<file path="src/rtl/rfa_fu_wb_queue.sv">
// Write-back request FIFO between one SIMD/SIMF functional unit and the register file arbiter.
// Presents the head request to the arbiter and tracks how long that head has been waiting.
module rfa_fu_wb_queue #(
   parameter int unsigned DEPTH     = 4,
   parameter int unsigned PTR_W     = 2,
   parameter int unsigned PAYLOAD_W = 64,
   parameter int unsigned AGE_W     = 8
) (
   input  logic                 clk,
   input  logic                 rst,
   input  logic                 fu_req_valid,
   input  logic [PAYLOAD_W-1:0] fu_req_payload,
   output logic                 fu_req_ready,
   output logic                 queue_entry_valid,
   input  logic                 queue_entry_serviced,
   output logic [PAYLOAD_W-1:0] head_payload,
   output logic [PTR_W:0]       entry_count,
   output logic [AGE_W-1:0]     head_age,
   output logic [1:0]           err_sticky
);

   localparam int unsigned CNT_W = PTR_W + 1;
   localparam logic [AGE_W-1:0] AGE_MAX = {AGE_W{1'b1}};

   logic [PAYLOAD_W-1:0] mem [DEPTH];
   logic [PTR_W-1:0]     wr_ptr, rd_ptr;
   logic [CNT_W-1:0]     count, count_next;
   logic                 push, pop, not_empty;
   logic [AGE_W-1:0]     age_next;
   logic [1:0]           err_next;

   assign not_empty         = (count != '0);
   assign queue_entry_valid = not_empty;
   assign entry_count       = count;
   assign head_payload      = not_empty ? mem[rd_ptr] : '0;

   // A pop in the same cycle frees a slot, so a full queue can still accept.
   assign fu_req_ready = (count < CNT_W'(DEPTH)) | queue_entry_serviced;

   always_comb begin
      push       = fu_req_valid & fu_req_ready;
      pop        = queue_entry_serviced & not_empty;
      count_next = count;
      age_next   = head_age;
      err_next   = err_sticky;
      if (push && !pop)
         count_next = count + CNT_W'(1);
      else if (pop && !push)
         count_next = count - CNT_W'(1);
      // Age restarts whenever a new head is presented or the queue is empty.
      if (pop || count_next == '0)
         age_next = '0;
      else if (not_empty && head_age != AGE_MAX)
         age_next = head_age + AGE_W'(1);
      if (fu_req_valid && !fu_req_ready)
         err_next[0] = 1'b1;
      if (queue_entry_serviced && !not_empty)
         err_next[1] = 1'b1;
   end

   always_ff @(posedge clk or negedge rst) begin
      if (!rst) begin
         wr_ptr     <= '0;
         rd_ptr     <= '0;
         count      <= '0;
         head_age   <= '0;
         err_sticky <= '0;
      end else begin
         if (push)
            wr_ptr <= wr_ptr + PTR_W'(1);
         if (pop)
            rd_ptr <= rd_ptr + PTR_W'(1);
         count      <= count_next;
         head_age   <= age_next;
         err_sticky <= err_next;
      end
   end

   // Storage carries no reset; empty slots are masked on the head output.
   always_ff @(posedge clk) begin
      if (push)
         mem[wr_ptr] <= fu_req_payload;
   end

endmodule

</file>
<file path="config.mk">
export PLATFORM = sky130hd
export DESIGN_NAME = rfa_fu_wb_queue
export DESIGN_NICKNAME = d
export VERILOG_FILES = /design/src/rtl/rfa_fu_wb_queue.sv
export SDC_FILE = /design/constraint.sdc
export NUM_CORES = 1
export LEC_CHECK = 0
export BUFFER_PORTS_ARGS = -buffer_cell sky130_fd_sc_hd__buf_2
export CAP_MARGIN = 20
export CORE_UTILIZATION = 45
export CTS_CLUSTER_DIAMETER = 150
export DETAILED_ROUTE_END_ITERATION = 16
export HOLD_SLACK_MARGIN = 0.15
export PLACE_DENSITY = 0.62
export RECOVER_POWER = 25
export SLEW_MARGIN = 20
export SYNTH_ARGS = -nofsm -noshare
export SYNTH_HDL_FRONTEND = slang
export SYNTH_SLANG_ARGS = --single-unit
export TNS_END_PERCENT = 1
</file>
<file path="constraint.sdc">
create_clock -name clk -period 3.6 [get_ports clk]
set_input_delay 0.54 -clock clk [delete_from_list [all_inputs] [get_ports clk]]
set_output_delay 0.54 -clock clk [all_outputs]
set_load 0.005 [all_outputs]
</file>
==> results.sh, run 1 <==
export IMPL_syn_instance_count=503
export IMPL_fmax_mhz=301
export IMPL_cp_arrival_ns=2.78
export IMPL_rr_worst_depth=8
export IMPL_cp_end_kind="primary output"
export IMPL_cts_path_max_buffers=3
export IMPL_grt_max_degree=37
export IMPL_postCtsSetupBuffers=0
export IMPL_chipWidth_um=156
export IMPL_rr_startpoint="entry_count[1]"
export IMPL_dp_cells=948
export IMPL_status="finished clean"
export IMPL_hold_path_startpoint="fu_req_payload[43]"
export IMPL_holdCritPathClass="in2reg"
export IMPL_seq_area_frac_synth_pct=76.2
export IMPL_initial_core_util_pct=46.4
export IMPL_cts_made_buffers=28
export IMPL_critPathLaunchType="register"
export IMPL_std_cell_rows=55
export IMPL_drive_above_1_share_pct=34.0
export IMPL_avgViaCountPerCell=5.13
export IMPL_synth_top_cell_area_share_pct=72.2
export IMPL_p_leak_nw=4.33
export IMPL_syn_area_per_cell_um2=21.2
export IMPL_postRouteAntennaNets=0
export IMPL_setup_ws_ns=0.279
export IMPL_layout_common_cells="256 x edfxtp_1, 99 x buf_2, 66 x and2_1, 64 x mux4_2, 50 x clkbuf_1"
export IMPL_area_growth_pct=19.4
export IMPL_routabilityCongestion=0.702
export IMPL_hold_viol=0
export IMPL_ir_worst_vdd_mv=0.511
export IMPL_fillers=1775
export IMPL_wl_per_cell_um=19.8
export IMPL_diodes=0
export IMPL_crit_type="reg2out"
export IMPL_num_vias=5131
export IMPL_die_y_um=156
export IMPL_core_area_um2=22900
export IMPL_totalWireLength_mm=19.8
export IMPL_yosys_top_cells_area="edfxtp_1 72%, mux4_2 14%, dfrtp_1 4.0%, and2_1 3.9%, ha_1 0.94%"
export IMPL_slew_limit_headroom_pct=59.8
export IMPL_pre_cts_ws_ns=0.791
export IMPL_overflow=0
export IMPL_drv_slew=0
export IMPL_finalCriticalPeriod_ns=3.32
export IMPL_clock_skew_ns=0.00480
export IMPL_grt_usage_pct=16.9
export IMPL_io_pins=147
export IMPL_fin_crit_sh_pct=92.3
export IMPL_finalNetCount=742
export IMPL_rsz0062_at_grt="no"
export IMPL_cts_tree="done"
export IMPL_clk_latency_ns=0.53
export IMPL_ys_ff_latch=273
export IMPL_dp_hpwl_mm=12.0
export IMPL_die_area_um2=24300
export IMPL_cts_root_buf="clkbuf_16"
export IMPL_clkTransAtPathRegs_ns=0.06
export IMPL_setup_violations=0
export IMPL_fin_setup_tns_ns=0
export IMPL_rrSetupSlack_ns=0.99
export IMPL_fin_cells=1001
export IMPL_clock_sinks=273
export IMPL_synth_top_area_cell="edfxtp_1"
export IMPL_initialDrtViolationCount=217
export IMPL_antenna_found_initial=1
export IMPL_yosysWarningCount=0
export IMPL_synth_cell_types=37
export IMPL_grt_pass1_wl_mm=30.8
export IMPL_final_common_cell="edfxtp_1"
export IMPL_firstDrtPassIters=6
export IMPL_io_buffers=146
export IMPL_drcViolationCount=0
export IMPL_grt_pass1_vias=5535
export IMPL_path_max_fanout=36
export IMPL_reg2reg_to="head_age[0]"
export IMPL_whs_path_depth=1
export IMPL_netlist_area_um2=10600
export IMPL_p_per_area_nw_per_um2=784
export IMPL_cts_resized=0
export IMPL_worstPathRequired_ns=3.06
export IMPL_whs_endpoint="mem[2][43]"
export IMPL_maxCapViolCount=0
export IMPL_worst_pin_slew_ns=0.602
export IMPL_htree_levels=1
export IMPL_synth_nets=579
[flip-flops by register name (all words and copies together), names as in the netlist]
register,flops
err_sticky,2
head_age,8
entry_count,3
mem,256
rd_ptr,2
wr_ptr,2
[cells in the mapped netlist]
library cell / n
a32oi_1: 1
o41ai_4: 1
and3_1: 4
and2b_4: 1
a21o_1: 1
xnor2_1: 4
or3b_2: 1
mux2i_1: 2
inv_2: 1
a211oi_2: 2
o21ai_0: 3
maj3_2: 1
nand4_1: 2
buf_2: 9
o21bai_1: 1
o22ai_2: 1
a2111oi_2: 1
inv_1: 6
ha_1: 8
nor2_1: 9
buf_1: 3
xor2_1: 4
nand2b_1: 4
mux4_2: 64
nand2_1: 7
dfrtp_1: 17
edfxtp_1: 256
a21oi_1: 3
nand3_1: 5
buf_6: 1
nor2b_2: 1
or2_2: 1
a21oi_2: 1
o211ai_2: 1
and2_1: 66
and4_2: 1
clkbuf_1: 9
[power breakdown]
part | switching (mW) | internal [mW] | total (mW)
registers | 0.259 | 3.96 | 4.22
logic | 1.33 | 1.53 | 2.86
clock network | 1.13 | 1.75 | 2.88
[stage by stage]
stage	utilization, %	power [mW]	instance area [um2]	hold WS [ns]
2_1_floorplan	-	6.08	10600	0.244
4_1_cts	55.7	10.1	12800	0.205
3_5_place_dp	51.6	7.24	11800	0.458
6_report	55.5	9.97	12700	0.228
3_3_place_gp	51.6	7.18	11800	0.468
5_1_grt	55.5	10.5	12700	0.228
[routing by layer]
metal  wire (um)  vias up  global-route usage [%]  share of wire, %
met4         379        2                    4.20               1.9
met5          13        -                       0             0.066
li1            -     2349                       -                 -
met1        8450     2616                    22.4                43
met2        9760      132                    28.3                49
met3        1190       32                    3.86               6.0
[layout make-up]
class                      count  area, um2  area share (%)
multi-input combinational    201       2420            19.1
clock buffer                  32        737            5.80
sequential                   273       8120            63.9
timing repair buffer         155        817            6.43
inverter                       7       26.3           0.207
tap                          313        392            3.08
clock inverter                20        198            1.56
[worst max-delay path by stage]
stage	slack (ns)	to	from
global placement	0.95	head_payload[57]	entry_count[1]
floorplan	0.86	mem[0][0]	queue_entry_serviced
CTS	0.22	head_payload[40]	entry_count[1]
finish	0.28	head_payload[0]	entry_count[1]
global route	0.09	head_payload[35]	entry_count[1]
detailed placement	0.79	head_payload[55]	entry_count[1]
[cells by family (layout without fill, tap and decap cells)]
group | after synthesis | after routing | synth area share, %
XOR/XNOR | 8 | 8 | 0.658
AND/OR/NAND/NOR | 102 | 102 | 5.68
AO/OA/AOI/OAI | 16 | 16 | 1.46
buffers and inverters | 29 | 214 | 1.20
flip-flops | 273 | 273 | 76.2
multiplexers | 66 | 66 | 13.7
adder cells (fa/ha/maj) | 9 | 9 | 1.05
[worst max-delay path: stages, from the launching register on]
cell	delay (ns)
dfrtp_1	0.44
inv_1	0.13
ha_1	0.23
nor2b_2	0.20
inv_2	0.46
buf_4	0.44
and2_1	0.20
buf_2	0.12
[what timing repair did]
action                                 in CTS  in global routing
setup endpoints to repair                   0                  0
hold buffers                                1                  0
endpoints found under the hold margin      17                  0
(Power assumes the default switching activity.)
==> run 2: changes to the inputs <==
--- a/config.mk
+++ b/config.mk
@@ -5,7 +5,7 @@
 export SDC_FILE = /design/constraint.sdc
 export NUM_CORES = 1
 export LEC_CHECK = 0
-export BUFFER_PORTS_ARGS = -buffer_cell sky130_fd_sc_hd__buf_2
+export BUFFER_PORTS_ARGS = -buffer_cell sky130_fd_sc_hd__buf_4
 export CAP_MARGIN = 20
 export CORE_UTILIZATION = 45
 export CTS_CLUSTER_DIAMETER = 150
==> run 2 against run 1 <==
  * Via count increased by 1.2%
  * Sequential cell count unchanged
  * Hold slack got worse by 0.012 ns
  * Clock skew increased by 0.0019 ns
  * Die area unchanged
  * Register-to-register slack about the same
  * First-iteration DRC count decreased by 9.7%
  * Design area increased by 1.3%
  * Fmax decreased by 0.55%
  * Combinational power increased by 11%
  * Largest power group unchanged
==> results.sh, run 2 (synthesis results as in run 1) <==
export IMPL_chipWidth_um=156
export IMPL_initialDrtViolationCount=196
export IMPL_worstPathRequired_ns=3.06
export IMPL_grt_busiest_layer="met2"
export IMPL_io_buffers=146
export IMPL_whs_path_depth=1
export IMPL_final_common_cell="edfxtp_1"
export IMPL_clk_latency_ns=0.52
export IMPL_setup_violations=0
export IMPL_fin_crit_sh_pct=92.8
export IMPL_worst_pin_slew_ns=0.679
export IMPL_grt_util_met3_pct=3.86
export IMPL_crit_start="entry_count[1]"
export IMPL_cp_end_kind="primary output"
export IMPL_fillers=1793
export IMPL_critical_path_max_stage_delay_ns=0.51
export IMPL_core_area_um2=22900
export IMPL_htree_levels=1
export IMPL_hold_viol=0
export IMPL_std_cell_rows=55
export IMPL_clockPowerShare_pct=26.4
export IMPL_hold_ws_ns=0.216
export IMPL_path_cells="inv_1 > ha_1 > nor2b_2 > inv_2 > buf_4 > and2_1 > buf_4"
export IMPL_grtUsageMet2_pct=27.7
export IMPL_crit_type="reg2out"
export IMPL_largest_reg_flops=256
export IMPL_diodes=0
export IMPL_finalNetCount=742
export IMPL_rr_worst_depth=8
export IMPL_grt_max_degree=41
export IMPL_finalCriticalPeriod_ns=3.34
export IMPL_clock_sinks=273
export IMPL_internal_power_mw=7.32
export IMPL_die_y_um=156
export IMPL_initial_core_util_pct=46.4
export IMPL_overflow=0
export IMPL_totalWireLength_mm=19.7
export IMPL_grt_pass1_vias=5568
export IMPL_num_vias=5192
export IMPL_ir_worst_vdd_mv=0.415
export IMPL_slew_limit_headroom_pct=54.7
export IMPL_p_per_area_nw_per_um2=780
export IMPL_holdCritPathClass="in2reg"
export IMPL_cts_tree="done"
export IMPL_top_register="mem"
export IMPL_postCtsSetupBuffers=0
export IMPL_hold_path_startpoint="fu_req_payload[59]"
export IMPL_routabilityCongestion=0.768
export IMPL_drive_above_1_share_pct=33.8
export IMPL_reg2reg_to="head_age[4]"
export IMPL_wl_per_cell_um=19.7
export IMPL_drcViolationCount=0
export IMPL_layout_common_cells="256 x edfxtp_1, 103 x buf_4, 66 x and2_1, 64 x mux4_2, 50 x clkbuf_1"
export IMPL_path_max_fanout=40
export IMPL_maxCapViolCount=0
export IMPL_die_area_um2=24300
export IMPL_p_sw_share_pct=27.2
export IMPL_cts_resized=0
export IMPL_rsz0062_at_grt="no"
export IMPL_rr_startpoint="entry_count[1]"
export IMPL_status="finished clean"
export IMPL_clock_skew_ns=0.00671
export IMPL_dp_hpwl_mm=12.0
export IMPL_critPathLaunchType="register"
export IMPL_clkTransAtPathRegs_ns=0.06
export IMPL_path_common_cell="buf_4"
export IMPL_fin_setup_tns_ns=0
export IMPL_whs_endpoint="mem[3][59]"
export IMPL_drv_slew=0
export IMPL_critPathSlowestCell="inv_2"
export IMPL_area_growth_pct=21.0
export IMPL_cts_made_buffers=28
export IMPL_fmax_mhz=299
export IMPL_grt_usage_pct=16.8
export IMPL_antenna_found_initial=0
export IMPL_p_leak_nw=4.37
export IMPL_cts_path_max_buffers=3
export IMPL_met1_usage_pct=22.8
export IMPL_seqPwrFrac_pct=42.1
export IMPL_avgViaCountPerCell=5.20
export IMPL_p_sw_mw=2.74
export IMPL_pwr_share_comb_pct=31.5
export IMPL_cts_root_buf="clkbuf_16"
export IMPL_io_pins=147
export IMPL_cp_arrival_ns=2.80
export IMPL_postRouteAntennaNets=0
export IMPL_firstDrtPassIters=4
export IMPL_grt_pass1_wl_mm=30.8
export IMPL_rrSetupSlack_ns=0.99
run 2: cell count changes in the layout (fill, tap and decap cells not counted):
cell / before / now
bufinv_16: 4 / 1
clkinv_2: 8 / 7
buf_2: 99 / 0
buf_4: 2 / 103
run 2: how the worst max path moves through the flow:
stage                                  end  cells after the start
after floorplan                  mem[0][0]                      2
after global placement    head_payload[55]                      7
after detailed placement  head_payload[40]                      7
after CTS                 head_payload[40]                      7
after global routing      head_payload[52]                      7
final                     head_payload[46]                      7
run 2: layout make-up:
type	count	area, um2	area share [%]
clock buffer	34	744	5.78
sequential	273	8120	63.0
timing repair buffer	155	1070	8.33
clock inverter	16	103	0.797
tap	313	392	3.04
inverter	7	26.3	0.204
multi-input combinational	201	2420	18.8
run 2: metal layers:
metal  part of all wire (%)  wire length [um]
met4                    1.9               366
met3                    6.4              1260
met1                     43              8490
met5                      0                 0
met2                     49              9620
run 2: metrics by stage:
stage	util (%)	cell area, um2	total power, mW	setup slack, ns	cells
after floorplan	-	10600	6.08	0.861	503
after global placement	53.2	12200	7.52	0.925	948
after detailed placement	53.2	12200	7.57	0.767	948
after CTS	56.9	13000	10.2	0.195	999
after global routing	56.2	12900	10.6	0.0326	999
final	56.2	12900	10.1	0.260	999
run 2: power groups by stage:
stage | clock network, mW | registers, mW | logic, mW
after floorplan | 0 | 4.14 | 1.94
after global placement | 0 | 4.28 | 3.23
after global routing | 2.82 | 4.29 | 3.46
final | 2.65 | 4.23 | 3.17
after detailed placement | 0 | 4.31 | 3.26
after CTS | 2.72 | 4.25 | 3.28
run 2: what timing repair did:
action	CTS	global route
hold endpoints to repair	17	0
endpoints found under the setup margin	0	0
hold buffers	1	0
run 2: worst max-delay path, delay by kind of cell, from the launching register on:
kind	cells	cell delay, ns
AND/OR/NAND/NOR	2	0.39
flip-flops	1	0.45
adder cells (fa/ha/maj)	1	0.23
buffers and inverters	4	1.16
==> run 3: changes to the inputs <==
--- a/config.mk
+++ b/config.mk
@@ -5,8 +5,9 @@
 export SDC_FILE = /design/constraint.sdc
 export NUM_CORES = 1
 export LEC_CHECK = 0
-export BUFFER_PORTS_ARGS = -buffer_cell sky130_fd_sc_hd__buf_4
+export BUFFER_PORTS_ARGS = -buffer_cell sky130_fd_sc_hd__buf_2
 export CAP_MARGIN = 20
+export CORE_MARGIN = 2
 export CORE_UTILIZATION = 45
 export CTS_CLUSTER_DIAMETER = 150
 export DETAILED_ROUTE_END_ITERATION = 16
==> run 3 against run 2 <==
  * Non-clock buffer count rose by 6
  * Die area up 2.6%
  * Combinational power shrank 6.6%
  * Design area is 1.7% lower
  * Critical path type unchanged
  * Highest routed layer unchanged
==> results.sh, run 3 (synthesis results as in run 1) <==
export IMPL_largest_reg_flops=256
export IMPL_cp_end_kind="primary output"
export IMPL_maxCapViolCount=0
export IMPL_routabilityCongestion=0.747
export IMPL_top_register="mem"
export IMPL_crit_type="reg2out"
export IMPL_std_cell_rows=56
export IMPL_fillers=1841
export IMPL_initial_core_util_pct=45.6
export IMPL_fin_setup_tns_ns=0
export IMPL_reg2reg_to="head_age[3]"
export IMPL_drv_slew=0
export IMPL_fin_crit_sh_pct=86.1
export IMPL_layout_common_cells="256 x edfxtp_1, 106 x buf_2, 66 x and2_1, 64 x mux4_2, 46 x clkbuf_1"
export IMPL_drcViolationCount=0
export IMPL_finalCriticalPeriod_ns=3.10
export IMPL_met1_usage_pct=22.0
export IMPL_cts_tree="done"
export IMPL_setup_ws_ns=0.499
export IMPL_area_growth_pct=18.9
export IMPL_cts_path_max_buffers=3
export IMPL_grt_max_degree=65
export IMPL_grt_usage_pct=16.9
export IMPL_hold_viol=0
export IMPL_grt_busiest_layer="met2"
export IMPL_cts_hold_buf=1
export IMPL_overflow=0
export IMPL_critPathLaunchType="register"
export IMPL_finalNetCount=747
export IMPL_grt_util_met3_pct=3.81
export IMPL_path_max_fanout=42
export IMPL_ir_worst_vdd_mv=0.482
export IMPL_cts_root_buf="clkbuf_16"
export IMPL_wl_per_cell_um=20.2
export IMPL_grtUsageMet2_pct=29.3
export IMPL_cts_resized=0
export IMPL_rr_startpoint="entry_count[1]"
export IMPL_fin_cells=1011
export IMPL_dp_hpwl_mm=12.5
export IMPL_slew_limit_headroom_pct=55.2
export IMPL_final_common_cell="edfxtp_1"
export IMPL_rsz0062_at_grt="no"
export IMPL_die_y_um=158
export IMPL_core_area_um2=23300
export IMPL_io_buffers=146
export IMPL_p_per_area_nw_per_um2=770
export IMPL_avgViaCountPerCell=5.18
export IMPL_whs_endpoint="mem[1][8]"
export IMPL_multi_input_area_um2=2420
export IMPL_die_area_um2=24900
export IMPL_io_pins=147
export IMPL_p_leak_nw=4.32
export IMPL_rr_worst_depth=9
export IMPL_totalWireLength_mm=20.4
export IMPL_clk_latency_ns=0.53
export IMPL_chipWidth_um=158
export IMPL_clkTransAtPathRegs_ns=0.06
export IMPL_setup_violations=0
export IMPL_place_area_um2=11900
export IMPL_worstPathRequired_ns=3.06
export IMPL_drive_above_1_share_pct=34.7
export IMPL_cp_arrival_ns=2.56
export IMPL_dp_cells=960
export IMPL_cts_made_buffers=27
export IMPL_fmax_mhz=322
export IMPL_final_core_util_pct=54.2
export IMPL_hold_ws_ns=0.239
export IMPL_num_vias=5240
export IMPL_whs_path_depth=1
export IMPL_worst_pin_slew_ns=0.672
export IMPL_htree_levels=1
export IMPL_hold_path_startpoint="fu_req_payload[8]"
export IMPL_postRouteAntennaNets=0
export IMPL_firstDrtPassIters=4
export IMPL_initialDrtViolationCount=297
export IMPL_postCtsSetupBuffers=0
export IMPL_status="finished clean"
export IMPL_final_cell_area_um2=12700
export IMPL_holdCritPathClass="in2reg"
export IMPL_antenna_found_initial=1
export IMPL_pre_cts_ws_ns=0.898
export IMPL_ff_latch_area_um2=8120
export IMPL_total_power_mw=9.75
export IMPL_clock_sinks=273
export IMPL_rrSetupSlack_ns=0.89
export IMPL_grt_pass1_vias=5653
export IMPL_clock_skew_ns=0.0112
export IMPL_grt_pass1_wl_mm=31.7
## run 3: metal layers
layer | wire length, um | vias up | part of all wire, %
li1 | - | 2352 | -
met1 | 8380 | 2702 | 41
met2 | 10400 | 158 | 51
met3 | 1330 | 28 | 6.5
met4 | 357 | 0 | 1.7
met5 | 0 | - | 0
## run 3: layout make-up
type,count,share of cell area [%]
diodes,1,0.0198
inverters,7,0.208
clock buffers,33,5.52
clock inverters,16,1.03
well taps,319,3.15
multi-input cells,201,19.1
flip-flops and latches,273,64.1
repair buffers,161,6.78
## run 3: worst max path at each step
stage                         start         endpoint  slack (ns)  cells after the start
6_report             entry_count[1]  head_payload[7]        0.50                      7
5_1_grt              entry_count[1]  head_payload[7]        0.33                      7
4_1_cts              entry_count[1]  head_payload[7]        0.47                      7
3_5_place_dp         entry_count[1]      head_age[0]        0.90                      9
3_3_place_gp         entry_count[1]      head_age[6]        1.00                      9
2_1_floorplan  queue_entry_serviced        mem[0][0]        0.86                      2
## run 3: critical path, stage by stage (launching register included)
cell     delay (ns)
dfrtp_1        0.44
inv_1          0.13
ha_1           0.23
nor2b_2        0.20
inv_2          0.41
buf_12         0.28
and2_1         0.19
buf_2          0.13
## run 3: power breakdown
| group | internal, mW | switching, mW |
|---|---|---|
| clock | 1.52 | 1.10 |
| combinational | 1.55 | 1.40 |
| sequential | 3.96 | 0.216 |
